$ cat src/rtl/axis_pkg.sv
// Shared definitions for the AXI-Stream packet buffer.
//   AXIS_DATA_W : default beat data width
//   AXIS_DEPTH  : default number of storage entries
//   axis_beat_t : one stored beat, {tlast, tdata}
package axis_pkg;

  localparam int AXIS_DATA_W = 8;
  localparam int AXIS_DEPTH  = 16;

  typedef struct packed {
    logic                   tlast;
    logic [AXIS_DATA_W-1:0] tdata;
  } axis_beat_t;

endpackage

$ cat src/rtl/axis_fifo_mem.sv
// Simple dual-port register array used as packet storage.
//   clk   : write clock
//   we    : write enable, stores wdata at waddr on the rising edge
//   waddr : write address
//   wdata : write data
//   raddr : read address
//   rdata : combinational read data at raddr
// Contents are not reset; the pointers in the parent decide what is valid.
module axis_fifo_mem #(
  parameter int WIDTH = 9,
  parameter int DEPTH = 16,
  parameter int AW    = $clog2(DEPTH)
) (
  input  logic             clk,
  input  logic             we,
  input  logic [AW-1:0]    waddr,
  input  logic [WIDTH-1:0] wdata,
  input  logic [AW-1:0]    raddr,
  output logic [WIDTH-1:0] rdata
);

  logic [WIDTH-1:0] mem [DEPTH];

  always_ff @(posedge clk) begin
    if (we) mem[waddr] <= wdata;
  end

  assign rdata = mem[raddr];

endmodule

$ cat src/rtl/axis_packet_fifo.sv
// Store-and-forward AXI-Stream packet buffer.
// A packet is forwarded only once its TLAST beat is in storage. If storage
// fills without holding a complete packet, a force flag lets beats drain
// cut-through until that packet's TLAST reaches the output register.
//   ACLK / ARESET      : clock, synchronous active-high reset
//   DATA_in, TVALID_in, TLAST_in, TREADY_in     : upstream AXIS slave side
//   DATA_out, TVALID_out, TLAST_out, TREADY_out : downstream AXIS master side (registered)
//   level     : entries held in storage (output register excluded)
//   pkt_count : complete packets whose TLAST beat is still in storage
module axis_packet_fifo
  import axis_pkg::*;
#(
  parameter int DATA_W = AXIS_DATA_W,
  parameter int DEPTH  = AXIS_DEPTH,
  parameter int CNT_W  = $clog2(DEPTH) + 1
) (
  input  logic              ACLK,
  input  logic              ARESET,
  input  logic [DATA_W-1:0] DATA_in,
  input  logic              TVALID_in,
  input  logic              TLAST_in,
  output logic              TREADY_in,
  output logic [DATA_W-1:0] DATA_out,
  output logic              TVALID_out,
  output logic              TLAST_out,
  input  logic              TREADY_out,
  output logic [CNT_W-1:0]  level,
  output logic [CNT_W-1:0]  pkt_count
);

  localparam int AW    = $clog2(DEPTH);
  localparam int PTR_W = AW + 1;

  logic [PTR_W-1:0] wr_ptr;
  logic [PTR_W-1:0] rd_ptr;
  logic [PTR_W-1:0] lvl;
  logic [CNT_W-1:0] pkt_q;
  logic             force_cut;
  logic [DATA_W:0]  rd_beat;
  logic             rd_last;
  logic             full;
  logic             empty;
  logic             wr_en;
  logic             rel;
  logic             load;

  // Pointer MSB acts as a wrap bit, so the difference spans 0..DEPTH.
  assign lvl   = wr_ptr - rd_ptr;
  assign full  = (lvl == PTR_W'(DEPTH));
  assign empty = (lvl == '0);

  // Ready comes from registered full only, so a read in a full cycle frees
  // space for the following cycle, not the current one.
  assign TREADY_in = !full && !ARESET;
  assign wr_en     = TVALID_in && TREADY_in;

  assign rd_last = rd_beat[DATA_W];
  assign rel     = (pkt_q != '0) || force_cut;
  assign load    = (!TVALID_out || TREADY_out) && !empty && rel;

  assign level     = CNT_W'(lvl);
  assign pkt_count = pkt_q;

  axis_fifo_mem #(
    .WIDTH (DATA_W + 1),
    .DEPTH (DEPTH),
    .AW    (AW)
  ) u_mem (
    .clk   (ACLK),
    .we    (wr_en),
    .waddr (wr_ptr[AW-1:0]),
    .wdata ({TLAST_in, DATA_in}),
    .raddr (rd_ptr[AW-1:0]),
    .rdata (rd_beat)
  );

  always_ff @(posedge ACLK) begin
    if (ARESET) begin
      wr_ptr     <= '0;
      rd_ptr     <= '0;
      pkt_q      <= '0;
      force_cut  <= 1'b0;
      DATA_out   <= '0;
      TVALID_out <= 1'b0;
      TLAST_out  <= 1'b0;
    end else begin
      if (wr_en) wr_ptr <= wr_ptr + PTR_W'(1);
      if (load)  rd_ptr <= rd_ptr + PTR_W'(1);

      case ({wr_en && TLAST_in, load && rd_last})
        2'b10:   pkt_q <= pkt_q + CNT_W'(1);
        2'b01:   pkt_q <= pkt_q - CNT_W'(1);
        default: pkt_q <= pkt_q;
      endcase

      // A stored TLAST implies pkt_q > 0, so set and clear never coincide.
      if (load && rd_last)
        force_cut <= 1'b0;
      else if (full && (pkt_q == '0))
        force_cut <= 1'b1;

      if (load) begin
        DATA_out   <= rd_beat[DATA_W-1:0];
        TLAST_out  <= rd_last;
        TVALID_out <= 1'b1;
      end else if (TREADY_out) begin
        TVALID_out <= 1'b0;
      end
    end
  end

endmodule

$ cat config.mk
export PLATFORM = sky130hd
export DESIGN_NAME = axis_packet_fifo
export DESIGN_NICKNAME = d
export VERILOG_FILES = /design/src/rtl/axis_pkg.sv /design/src/rtl/axis_fifo_mem.sv /design/src/rtl/axis_packet_fifo.sv
export SDC_FILE = /design/constraint.sdc
export NUM_CORES = 1
export LEC_CHECK = 0
export CAP_MARGIN = 10
export CORE_ASPECT_RATIO = 1.2
export CORE_MARGIN = 1
export CORE_UTILIZATION = 45
export DETAILED_ROUTE_END_ITERATION = 12
export GPL_TIMING_DRIVEN = 0
export PLACE_DENSITY = 0.65
export SLEW_MARGIN = 20
export SYNTH_ARGS = -nofsm -noshare
export SYNTH_HDL_FRONTEND = slang
export SYNTH_SLANG_ARGS = --single-unit
$ cat constraint.sdc
create_clock -name ACLK -period 5.9 [get_ports ACLK]
set_input_delay 0.885 -clock ACLK [delete_from_list [all_inputs] [get_ports ACLK]]
set_output_delay 0.885 -clock ACLK [all_outputs]
set_load 0.01 [all_outputs]
# After elaboration in Yosys (flattened, before gate mapping)
# Memory sizes are Yosys's and may differ from the RTL's. A register that Yosys moved wholly into a read port is not among the register bits.
# Index checks and enable logic that the tools add are counted.
totals:
  ff_bits: 26
  mem_bits_rw: 144
  input_bits: 13
  output_inout_bits: 21
  wordCells: 42
  mem_count: 1
mem_list:
  columns: ["name", "words", "word_bits", "rd", "rd_clocked_by_memory_dff", "wr", "line", "text"]
  rows:
  - ["u_mem.mem", 16, 9, 1, 1, 1, "axis_fifo_mem.sv:22", "logic [WIDTH-1:0] mem [DEPTH];"]
classes:
  n_addsub: 5
  eq_ne: 3
  n_mux: 7
  reduce_logical: 19
op_table:
  columns: ["op", "n"]
  rows:
  - ["$add A5 B1 Y5 const B", 3]
  - ["$logic_not A5 Y1", 2]
  - ["$pmux W5 S2", 1]
  - ["$mux W4", 2]
  - ["$logic_and A1 B1 Y1", 7]
  - ["$eq A5 B5 Y1 const B", 1]
  - ["$reduce_bool A5 Y1", 1]
  - ["$sub A5 B1 Y5 const B", 1]
  - ["$sub A5 B5 Y5", 1]
  - ["$logic_not A1 Y1", 4]
  - ["$mux W1", 4]
  - ["$reduce_bool A2 Y1", 2]
  - ["$eq A2 B1 Y1 const B", 1]
  - ["$eq A2 B2 Y1 const B", 1]
  - ["$logic_or A1 B1 Y1", 2]
  - ["$reduce_or A2 Y1", 1]

# Logic depth before layout (Yosys ltp)
# Gate-level depths: netlist of the first run.
depth:
  depth_word: 8
  depth_mapped: 20
  depth_no_buf: 19

# By module
# Synthesis of the first run repeated with hierarchy kept, for this count alone.
unflattened:
  cells_unflattened: 406
  area_unflattened_um2: 7035.5
modules_own_cells:
  columns: ["mod", "instances", "cells_each", "area_per_inst_um2"]
  rows:
  - ["axis_fifo_mem", 1, 245, 5600.4]
  - ["axis_packet_fifo", 1, 161, 1435.1]

# Least setup slack after synthesis of the first run
# Ideal clock, no wire load.
synth_path:
  path_type: "register -> register"
  startpoint: "reg wr_ptr[0]"
  endpoint: "reg pkt_q[4], in the netlist pkt_count[4]"
  setup_time_ps: 128
  t_arrival_ps: 3542
  slack_ps: 2231
  path_stages_with_launch: 20
  period_less_slack_ps: 3669
  cell_sequence: "dfxtp_1 > inv_1 > ha_1 > fa_1 > nand2b_1 > a21oi_1 > xnor2_1 > o211a_1 > buf_6 > nand2_1 > inv_1 > ha_1 > inv_1 > fa_1 > nor2b_1 > o21ai_0 > and3_1 > nor3_1 > xnor2_1 > nor2_1"
synth_via:
  elab_chain_len: 8
  elab_cells_between_ends: 15
  classes_between: "add/sub: 1; eq/ne: 3; mux: 1; reduce/logical: 10"
synth_rtl:
  columns: ["item", "line", "text"]
  rows:
  - ["start: declaration", "axis_packet_fifo.sv:34", "logic [PTR_W-1:0] wr_ptr;"]
  - ["start signal: assignment", "axis_packet_fifo.sv:87", "if (wr_en) wr_ptr <= wr_ptr + PTR_W'(1);"]
  - ["$sub A5 B5 Y5 *", "axis_packet_fifo.sv:48", "assign lvl = wr_ptr - rd_ptr;"]
  - ["net level[4]", "axis_packet_fifo.sv:27", "output logic [CNT_W-1:0] level,"]
  - ["$eq A5 B5 Y1 or $logic_not A5 Y1 (tied branches)", "axis_packet_fifo.sv:49, axis_packet_fifo.sv:50", null]
  - ["$logic_not A1 Y1, on equally long branches", "axis_packet_fifo.sv:54, axis_packet_fifo.sv:59", null]
  - ["$logic_and A1 B1 Y1, on equally long branches", "axis_packet_fifo.sv:54, axis_packet_fifo.sv:59", null]
  - ["$logic_and A1 B1 Y1, on equally long branches", "axis_packet_fifo.sv:55, axis_packet_fifo.sv:59", null]
  - ["$logic_and A1 B1 Y1", "axis_packet_fifo.sv:90", "case ({wr_en && TLAST_in, load && rd_last})"]
  - ["$eq A2 B1 Y1 or $eq A2 B2 Y1 (tied branches)", "axis_packet_fifo.sv:90", null]
  - ["$pmux W5 S2 or $reduce_bool A2 Y1 (tied branches)", null, null]
  - ["end signal: assignment", "axis_packet_fifo.sv:91", "2'b10: pkt_q <= pkt_q + CNT_W'(1);"]
  - ["end signal: assignment", "axis_packet_fifo.sv:92", "2'b01: pkt_q <= pkt_q - CNT_W'(1);"]
  - ["end signal: assignment", "axis_packet_fifo.sv:93", "default: pkt_q <= pkt_q;"]
  - ["end: declaration", "axis_packet_fifo.sv:37", "logic [CNT_W-1:0] pkt_q;"]
# The timed path passes the listed nets; every way through them passes the cells marked *.
# A chain may end at the register's enable or synchronous reset.

# Worst setup path after layout of the first run
layout_path:
  startpoint: "reg wr_ptr[0]"
  endpoint: "reg pkt_q[4], in the netlist pkt_count[4]"
layout_via:
  elab_chain_len: 8
  elab_cells_between_ends: 15
  classes_between: "add/sub: 1; eq/ne: 3; mux: 1; reduce/logical: 10"
layout_rtl:
  columns: ["item", "line"]
  rows:
  - ["$sub A5 B5 Y5 *", "axis_packet_fifo.sv:48"]
  - ["$eq A5 B5 Y1 or $logic_not A5 Y1 (tied branches)", "axis_packet_fifo.sv:49, axis_packet_fifo.sv:50"]
  - ["$logic_not A1 Y1, on equally long branches", "axis_packet_fifo.sv:54, axis_packet_fifo.sv:59"]
  - ["$logic_and A1 B1 Y1, on equally long branches", "axis_packet_fifo.sv:54, axis_packet_fifo.sv:59"]
  - ["$logic_and A1 B1 Y1, on equally long branches", "axis_packet_fifo.sv:55, axis_packet_fifo.sv:59"]
  - ["$logic_and A1 B1 Y1", "axis_packet_fifo.sv:90"]
  - ["$eq A2 B1 Y1 or $eq A2 B2 Y1 (tied branches)", "axis_packet_fifo.sv:90"]
  - ["$pmux W5 S2 or $reduce_bool A2 Y1 (tied branches)", null]
# Mark *: on every way between the ends. The rest lies on a longest branch, timed or not.

==> results of run 1 <==
[critical path, cell delays in order, from the launching register on]
cell and delay (ns):
dfxtp_1 0.42, inv_1 0.12, ha_1 0.23, fa_1 0.42, nand2b_1 0.16, a21oi_1 0.15, xnor2_1 0.31, o211a_1 0.26
buf_6 0.14, nand2_1 0.07, inv_1 0.08, ha_1 0.24, inv_1 0.10, fa_1 0.38, nor2b_1 0.16, o21ai_0 0.12
and3_1 0.20, nor3_1 0.20, xnor2_1 0.15, nor2_1 0.05
[path summary, 6_finish.rpt]
check / endpoint / slack, ns / depth (start not counted) / from
worst max-delay path: pkt_count[4]$_SDFFE_PP0P_ / 1.80 / 19 / wr_ptr[0]$_SDFFE_PP0P_
worst min-delay path: TLAST_out$_SDFFE_PP0P_ / 0.48 / 2 / TLAST_out$_SDFFE_PP0P_
worst max register to register: pkt_count[4]$_SDFFE_PP0P_ / 1.80 / 19 / wr_ptr[0]$_SDFFE_PP0P_
worst min register to register: TLAST_out$_SDFFE_PP0P_ / 0.48 / 2 / TLAST_out$_SDFFE_PP0P_
[power groups by stage]
stage	clock (uW)	sequential [uW]	combinational (uW)
after CTS	1120	1420	519
final	1100	1420	510
after global placement	0	1440	503
after detailed placement	0	1440	517
after floorplan	0	1450	319
after global routing	1170	1420	560
[cells by family after synthesis]
kind of cell	Yosys count
adder cells (fa/ha/maj)	15
AO/OA/AOI/OAI	36
multiplexers	52
buffers and inverters	32
AND/OR/NAND/NOR	90
flip-flops	174
XOR/XNOR	10
[area by class of cell]
cell class,instances,area [sq um],share of cell area (%)
multi-input combinational,203,1940,23.7
clock inverter,12,144,1.76
sequential,174,4920,60.1
clock buffer,20,437,5.33
inverter,13,48.8,0.596
buffer,19,103,1.25
tap,204,255,3.12
timing repair buffer,34,338,4.12
[registers in the layout, indices dropped and copies added, names as in the netlist, named ones only]
| register | flops |
|---|---|
| u_mem.mem | 144 |
| DATA_out | 8 |
| pkt_count | 5 |
| rd_ptr | 5 |
| wr_ptr | 5 |
| TLAST_out | 1 |
| TVALID_out | 1 |
| force_cut | 1 |
[cell usage after synthesis (2+ instances only)]
cell type	count	share of area [%]
buf_1	2	0.11
clkbuf_1	9	0.48
a211o_1	2	0.25
edfxtp_1	144	62
dfxtp_1	30	8.6
mux4_2	36	12
o22ai_1	16	1.4
fa_1	2	0.57
mux2_2	2	0.32
xor2_1	5	0.62
a21oi_1	12	0.86
nand3_1	2	0.14
o21ai_0	2	0.14
mux2i_1	14	2.0
ha_1	13	2.3
nor3_1	4	0.29
nand2b_1	8	0.71
buf_2	6	0.43
nand2_1	8	0.43
nor2_1	36	1.9
inv_1	13	0.70
nor2b_1	5	0.45
nand4_1	4	0.36
and3_1	16	1.4
xnor2_1	5	0.62
[metrics by stage]
step                      hold WS [ns]  total power, uW  area, sq um
after floorplan                  0.455             1770         7010
after global placement           0.471             1940         7600
after detailed placement         0.476             1960         7610
after CTS                        0.488             3050         8190
after global routing             0.501             3150         8190
final                            0.483             3030         8190
[metal layers]
metal,vias up,GRT usage [%]
met5,-,0
met2,134,32.0
li1,1695,-
met1,1895,23.3
met4,0,7.42
met3,19,5.24
==> results.py, run 1 <==
metrics = {
    "clocking": {
        "cts_sinks": 174,
        "clkLatencyLatePin_ns": 0.42,
        "cts_setup_buffers": 0,
        "cts_buffer_depth": 2,
        "clk_pin_slew_ns": 0.06,
        "cts_buffers": 17,
        "cts_tree": "done",
        "cts_root_buffer": "clkbuf_16",
        "ctsResizeCount": 0,
        "htreeDepth": 4,
        "postCtsHoldBufs": 0,
    },
    "logic_synthesis": {
        "synth_top_family_by_area": "multiplexers",
        "syn-instance-count": 409,
        "ys_ff_latch": 174,
        "synthFlopType": "edfxtp_1",
        "synth_mux_area_share_pct": 13.9,
        "synth_fa_ha_area_share_pct": 2.89,
        "synth_compound_area_share_pct": 3.12,
        "synthSimpleGateAreaFrac_pct": 6.46,
        "syn_area_per_cell_sq_um": 17.1,
        "syn_area_sq_um": 7010,
        "yosysUniqueCellTypes": 38,
        "synthXorXnorAreaFrac_pct": 1.25,
        "yosysSeqAreaShare_pct": 70.2,
        "async_reset_ff_share_pct": 0,
        "synth_edf_count": 144,
        "yosys_warnings": 0,
        "synth_nets": 437,
    },
    "worst_setup_path": {
        "cp.required_ns": 6.18,
        "cp.arrival_ns": 4.38,
        "crit_path_end_kind": "flop",
        "worstSetupPathType": "flop to flop",
        "worstPathMaxFanout": 7,
        "worstSetupStartpointType": "flop",
    },
    "pwr": {
        "p_int_uw": 2300,
        "vdd_drop_max_uv": 272,
        "leakagePower_uw": 0.00275,
        "p_seq_share_pct": 46.8,
        "switching_power_uw": 725,
        "switching_share_pct": 23.9,
        "power.share.combinational_pct": 16.9,
        "power_frac_clock_pct": 36.4,
        "pwr_density_cell_nw_per_um2": 370,
    },
    "finish": {
        "final_common_cell": "edfxtp_1",
        "fill_cells": 1223,
        "drive_above_1_share_pct": 16.2,
        "layout_common_cells": "144 x edfxtp_1, 36 x nor2_1, 36 x mux4_2",
        "fin_util_pct": 54.3,
        "layout.nets": 490,
        "fin_cells": 679,
        "diodes": 0,
        "area_delta_synth_final_pct": 16.8,
    },
    "grt": {
        "globalRouteOverflowTotal": 0,
        "grt_pass1_vias": 3910,
        "grt_max_degree": 18,
        "grt_use_total_pct": 19.1,
        "grt_pass1_wl_microns": 21600,
        "antenna_found_initial": 0,
    },
    "die": {
        "rows": 49,
        "dieArea_sq_um": 16100,
        "core_area_sq_um": 15100,
        "fp.dieW_microns": 116,
        "die_y_microns": 139,
        "initial_core_util_pct": 46.5,
        "ios": 34,
    },
    "drt": {
        "wl_met1_microns": 5550,
        "wl_microns": 14000,
        "first_iter_violations": 218,
        "dr.pass1.iters": 7,
        "met3WireLength_microns": 765,
        "met2WireLength_microns": 7390,
        "maxUsedRoutingLayer": "met4",
        "drcViolationCount": 0,
        "vias": 3743,
        "antenna_left": 0,
        "routedWlPerCell_microns": 20.6,
        "avgViaCountPerCell": 5.51,
    },
    "timing": {
        "setup_ws_ns": 1.80,
        "tns_ns": 0,
        "period_share_pct": 69.4,
        "hold_viol_final": 0,
        "setup_viol": 0,
        "timing.slew.headroom_pct": 48.4,
        "tightest_slew_ns": 0.774,
        "skew_ns": 0.00559,
        "rsz0062_at_grt": "no",
        "fin_crit_ns": 4.10,
        "max_freq_ghz": 0.244,
        "drv_slew": 0,
    },
    "worst_hold_path": {
        "hold_path.class": "flop to flop",
    },
    "flow_run": {
        "cap_violations": 0,
    },
    "run_status": {
        "status": "complete, no violations",
    },
    "placed_design": {
        "hpwlAfterDp_microns": 9170,
        "gp_congestion": 0.800,
        "dp.cells": 647,
        "pre_cts_slack_ns": 1.80,
        "io_buffers": 33,
    },
}
No activity file was read; power rests on OpenSTA's default activity.
==> run 2, diff against run 1 <==
PLACE_DENSITY = 0.68   (was 0.65)
clock period = 3.4 ns   (was 5.9 ns; I/O delays follow)
==> results.py, run 2 (synthesized netlist as in run 1, its figures left out) <==
metrics = {
    "die": {
        "rows": 49,
        "ios": 34,
        "core_area_sq_um": 15100,
        "dieArea_sq_um": 16100,
        "initial_core_util_pct": 46.5,
        "fp.dieW_microns": 116,
        "die_y_microns": 139,
    },
    "placed_design": {
        "dpl_cell_area_sq_um": 7670,
        "gp_congestion": 0.756,
        "hpwlAfterDp_microns": 9100,
        "dp.cells": 647,
        "io_buffers": 33,
    },
    "clocking": {
        "cts_root_buffer": "clkbuf_16",
        "cts_sinks": 174,
        "cts_buffers": 17,
        "cts_buffer_depth": 2,
        "postCtsHoldBufs": 0,
        "htreeDepth": 4,
        "clk_pin_slew_ns": 0.06,
        "cts_tree": "done",
        "clkLatencyLatePin_ns": 0.42,
    },
    "worst_setup_path": {
        "cp.arrival_ns": 3.64,
        "cp_common_cell": "ha_4",
        "crit_path_end_kind": "flop",
        "worstPathMaxFanout": 4,
        "slowest_stage": "fa_2",
        "slowest_delay_ns": 0.38,
        "worstSetupPathType": "flop to flop",
        "crit_chain": "inv_4 -> ha_4 -> fa_2 -> xor2_2 -> inv_1 -> a211o_1 -> and2_4 -> o211a_4 -> nand2_4 -> inv_4 -> ha_4 -> ha_4 -> nor2b_4 -> o21ai_2 -> and3_1 -> nor3_2 -> xnor2_1 -> nor2_1",
        "cp.required_ns": 3.68,
        "worstSetupStartpointType": "flop",
    },
    "grt": {
        "grt_max_degree": 18,
        "globalRouteOverflowTotal": 0,
        "grt_use_total_pct": 19.1,
        "grt_pass1_vias": 3898,
        "grt_pass1_wl_microns": 21900,
        "antenna_found_initial": 0,
    },
    "finish": {
        "area_delta_synth_final_pct": 18.7,
        "top_regs": "u_mem.mem x144, DATA_out x8",
        "drive_above_1_share_pct": 23.1,
        "regMostFlops": "u_mem.mem",
        "fin_cells": 685,
        "layout_common_cells": "144 x edfxtp_1, 36 x nor2_1, 36 x mux4_2",
        "diodes": 0,
        "largest_reg_flops": 144,
        "final_common_cell": "edfxtp_1",
        "fill_cells": 1203,
        "layout.nets": 496,
        "fin_area_sq_um": 8320,
    },
    "drt": {
        "dr.pass1.iters": 4,
        "vias": 3741,
        "antenna_left": 0,
        "routedWlPerCell_microns": 20.6,
        "drcViolationCount": 0,
        "first_iter_violations": 319,
        "wl_microns": 14100,
        "avgViaCountPerCell": 5.46,
    },
    "timing": {
        "max_freq_ghz": 0.297,
        "rsz0062_at_grt": "yes",
        "fin_crit_ns": 3.37,
        "skew_ns": 0.0118,
        "tightest_slew_ns": 0.719,
        "drv_slew": 0,
        "timing.slew.headroom_pct": 52.0,
        "hold_viol_final": 0,
        "holdWs_ns": 0.490,
        "period_share_pct": 99.0,
        "setup_viol": 0,
    },
    "worst_hold_path": {
        "hold_path.class": "flop to flop",
    },
    "flow_run": {
        "cap_violations": 0,
    },
    "pwr": {
        "pwr_density_cell_nw_per_um2": 629,
        "vdd_drop_max_uv": 408,
        "leakagePower_uw": 0.00280,
    },
    "run_status": {
        "status": "complete, no violations",
    },
}
## run 2: final timing paths
check	depth (start not counted)	slack, ns	from	to
setup / recovery	18	0.03	wr_ptr[0]$_SDFFE_PP0P_	pkt_count[4]$_SDFFE_PP0P_
hold / removal	2	0.49	DATA_out[0]$_SDFFE_PP0P_	DATA_out[0]$_SDFFE_PP0P_
setup reg to reg	18	0.03	wr_ptr[0]$_SDFFE_PP0P_	pkt_count[4]$_SDFFE_PP0P_
hold reg to reg	2	0.49	DATA_out[0]$_SDFFE_PP0P_	DATA_out[0]$_SDFFE_PP0P_
## run 2: area by class of cell
| type | instances | area, sq um | area share (%) |
|---|---|---|---|
| inverter | 13 | 53.8 | 0.647 |
| clock buffer | 19 | 433 | 5.20 |
| sequential | 174 | 4930 | 59.3 |
| buffer | 17 | 90.1 | 1.08 |
| tap | 204 | 255 | 3.07 |
| timing repair buffer | 42 | 400 | 4.81 |
| multi-input combinational | 203 | 2050 | 24.6 |
| clock inverter | 13 | 113 | 1.35 |
## run 2: metrics by stage
stage / setup TNS [ns] / total power [uW] / worst slack, ns / utilization [%]
after floorplan: 0 / 3090 / 0.0174 / -
after global placement: -2.40 / 3390 / -0.247 / 50.8
after detailed placement: -0.425 / 3420 / -0.297 / 50.8
after CTS: 0 / 5240 / 0.00981 / 54.9
after global routing: -0.220 / 5440 / -0.160 / 55.2
final: 0 / 5230 / 0.0342 / 55.2
## run 2: power by group
group          leakage (uW)  internal, uW  total, uW  switching, uW
logic              0.000990           516        990            474
registers           0.00154          2400       2460           55.3
clock network      0.000266          1010       1790            776
## run 2: critical path, delay by kind of cell (launching register included)
kind | cells | cell delay, ns
adder cells (fa/ha/maj) | 4 | 0.96
AND/OR/NAND/NOR | 6 | 0.83
AO/OA/AOI/OAI | 3 | 0.63
flip-flops | 1 | 0.36
XOR/XNOR | 2 | 0.31
buffers and inverters | 3 | 0.16
## run 2: what timing repair did
| action | CTS | global route |
|---|---|---|
| setup buffers | 6 | 2 |
| resized for setup | 13 | 10 |
| endpoints found under the setup margin | 2 | 2 |
| pin swaps | 13 | 15 |
## run 2: metal layers
layer | vias up | track usage, % | routed length (microns)
met5 | - | 0 | 0
met4 | 0 | 6.01 | 216
met3 | 17 | 3.58 | 787
met2 | 120 | 33.1 | 7620
met1 | 1892 | 24.1 | 5500
li1 | 1712 | - | -
==> run 3, diff against run 2 <==
SKIP_CTS_REPAIR_TIMING = 1   (was unset)
==> results.py, run 3 (synthesized netlist as in run 1, its figures left out) <==
metrics = {
    "worst_setup_path": {
        "cp_common_cell": "ha_4",
        "worstSetupPathType": "flop to flop",
        "worstPathMaxFanout": 5,
        "cp.arrival_ns": 3.68,
        "cp.required_ns": 3.67,
        "worstSetupStartpointType": "flop",
        "crit_chain": "inv_4 -> ha_4 -> fa_2 -> nand3_2 -> a211o_1 -> and2_4 -> o211a_1 -> buf_6 -> nand2_4 -> inv_4 -> ha_4 -> ha_4 -> nor2b_4 -> o21ai_2 -> and3_1 -> nor3_2 -> xnor2_1 -> nor2_1",
        "slowest_stage": "fa_2",
        "crit_path_end_kind": "flop",
        "slowest_delay_ns": 0.56,
    },
    "pwr": {
        "switching_share_pct": 24.9,
        "power.share.combinational_pct": 19.6,
        "leakagePower_uw": 0.00284,
        "p_seq_share_pct": 46.6,
        "finalPower_uw": 5270,
        "vdd_drop_max_uv": 435,
        "power_frac_clock_pct": 33.8,
        "pwr_density_cell_nw_per_um2": 630,
        "switching_power_uw": 1310,
        "p_int_uw": 3960,
    },
    "timing": {
        "tns_ns": -0.00902,
        "tightest_slew_ns": 0.811,
        "max_freq_ghz": 0.293,
        "setup_ws_ns": -0.00902,
        "rsz0062_at_grt": "yes",
        "period_share_pct": 100,
        "setup_viol": 1,
        "timing.slew.headroom_pct": 45.9,
        "skew_ns": 0.0138,
        "fin_crit_ns": 3.41,
        "hold_viol_final": 0,
        "drv_slew": 0,
    },
    "grt": {
        "antenna_found_initial": 0,
        "grt_pass1_vias": 3855,
        "globalRouteOverflowTotal": 0,
        "grt_max_degree": 18,
        "grt_use_total_pct": 18.9,
        "grt_pass1_wl_microns": 21700,
    },
    "drt": {
        "wl_microns": 14200,
        "routedWlPerCell_microns": 20.6,
        "avgViaCountPerCell": 5.42,
        "first_iter_violations": 268,
        "dr.pass1.iters": 5,
        "vias": 3743,
        "drcViolationCount": 0,
        "antenna_left": 0,
    },
    "die": {
        "fp.dieW_microns": 116,
        "ios": 34,
        "core_area_sq_um": 15100,
        "dieArea_sq_um": 16100,
        "initial_core_util_pct": 46.5,
        "die_y_microns": 139,
        "rows": 49,
    },
    "run_status": {
        "status": "finished with violations",
        "violations": "setup timing",
    },
    "clocking": {
        "cts_tree": "done",
        "clkLatencyLatePin_ns": 0.41,
        "clk_pin_slew_ns": 0.06,
        "cts_root_buffer": "clkbuf_16",
        "cts_sinks": 174,
        "cts_buffer_depth": 2,
        "htreeDepth": 4,
        "cts_buffers": 17,
    },
    "worst_hold_path": {
        "hold_path.class": "flop to flop",
    },
    "finish": {
        "top_regs": "u_mem.mem x144, DATA_out x8",
        "diodes": 0,
        "regMostFlops": "u_mem.mem",
        "largest_reg_flops": 144,
        "area_delta_synth_final_pct": 19.5,
        "drive_above_1_share_pct": 24.0,
        "final_common_cell": "edfxtp_1",
        "layout.nets": 502,
        "layout_common_cells": "144 x edfxtp_1, 36 x nor2_1, 36 x mux4_2",
    },
    "placed_design": {
        "io_buffers": 33,
        "hpwlAfterDp_microns": 9100,
        "gp_congestion": 0.756,
    },
    "flow_run": {
        "cap_violations": 0,
    },
}
-- run 3: through the flow --
stage	setup slack [ns]	hold slack, ns	util (%)	std cells	instance area, sq um
2_1_floorplan	0.0174	0.455	-	409	7070
3_3_place_gp	-0.247	0.468	50.8	646	7660
3_5_place_dp	-0.297	0.471	50.8	647	7670
4_1_cts	-0.332	0.488	54.5	679	8210
5_1_grt	-0.195	0.513	55.5	691	8380
6_report	-0.00902	0.489	55.5	691	8380
-- run 3: power groups by stage --
stage | Clock, uW | Combinational (uW) | Sequential [uW]
2_1_floorplan | 0 | 577 | 2520
3_3_place_gp | 0 | 891 | 2500
3_5_place_dp | 0 | 915 | 2500
4_1_cts | 1810 | 918 | 2460
5_1_grt | 1890 | 1120 | 2470
6_report | 1780 | 1030 | 2460
-- run 3: layout make-up --
| type | instances | area, sq um |
|---|---|---|
| tap | 204 | 255 |
| clock inverter | 13 | 113 |
| timing repair buffer | 46 | 428 |
| buffer | 19 | 108 |
| inverter | 13 | 56.3 |
| sequential | 174 | 4930 |
| multi-input combinational | 203 | 2050 |
| fill | 1195 | 6710 |
| clock buffer | 19 | 433 |
-- run 3: final timing paths --
path	from	end	slack (ns)	depth (start not counted)
max reg2reg	wr_ptr[0]$_SDFFE_PP0P_	pkt_count[4]$_SDFFE_PP0P_	-0.009	18
min reg2reg	TLAST_out$_SDFFE_PP0P_	TLAST_out$_SDFFE_PP0P_	0.49	2
max	wr_ptr[0]$_SDFFE_PP0P_	pkt_count[4]$_SDFFE_PP0P_	-0.009	18
min	TLAST_out$_SDFFE_PP0P_	TLAST_out$_SDFFE_PP0P_	0.49	2
-- run 3: per-layer routing --
layer / routed length [microns] / vias to the layer above / track usage (%)
li1: - / 1723 / -
met3: 737 / 13 / 3.58
met5: 0 / - / 0
met4: 187 / 0 / 6.01
met1: 5590 / 1899 / 23.9
met2: 7710 / 108 / 32.7
-- run 3: critical path, delay by kind of cell, from the launching register on --
kind            cells  cell delay (ns)
flops               1             0.38
fa+ha+maj           4             1.17
compound gates      3             0.58
buf+inv             3             0.20
xor+xnor            1             0.14
simple gates        7             0.81
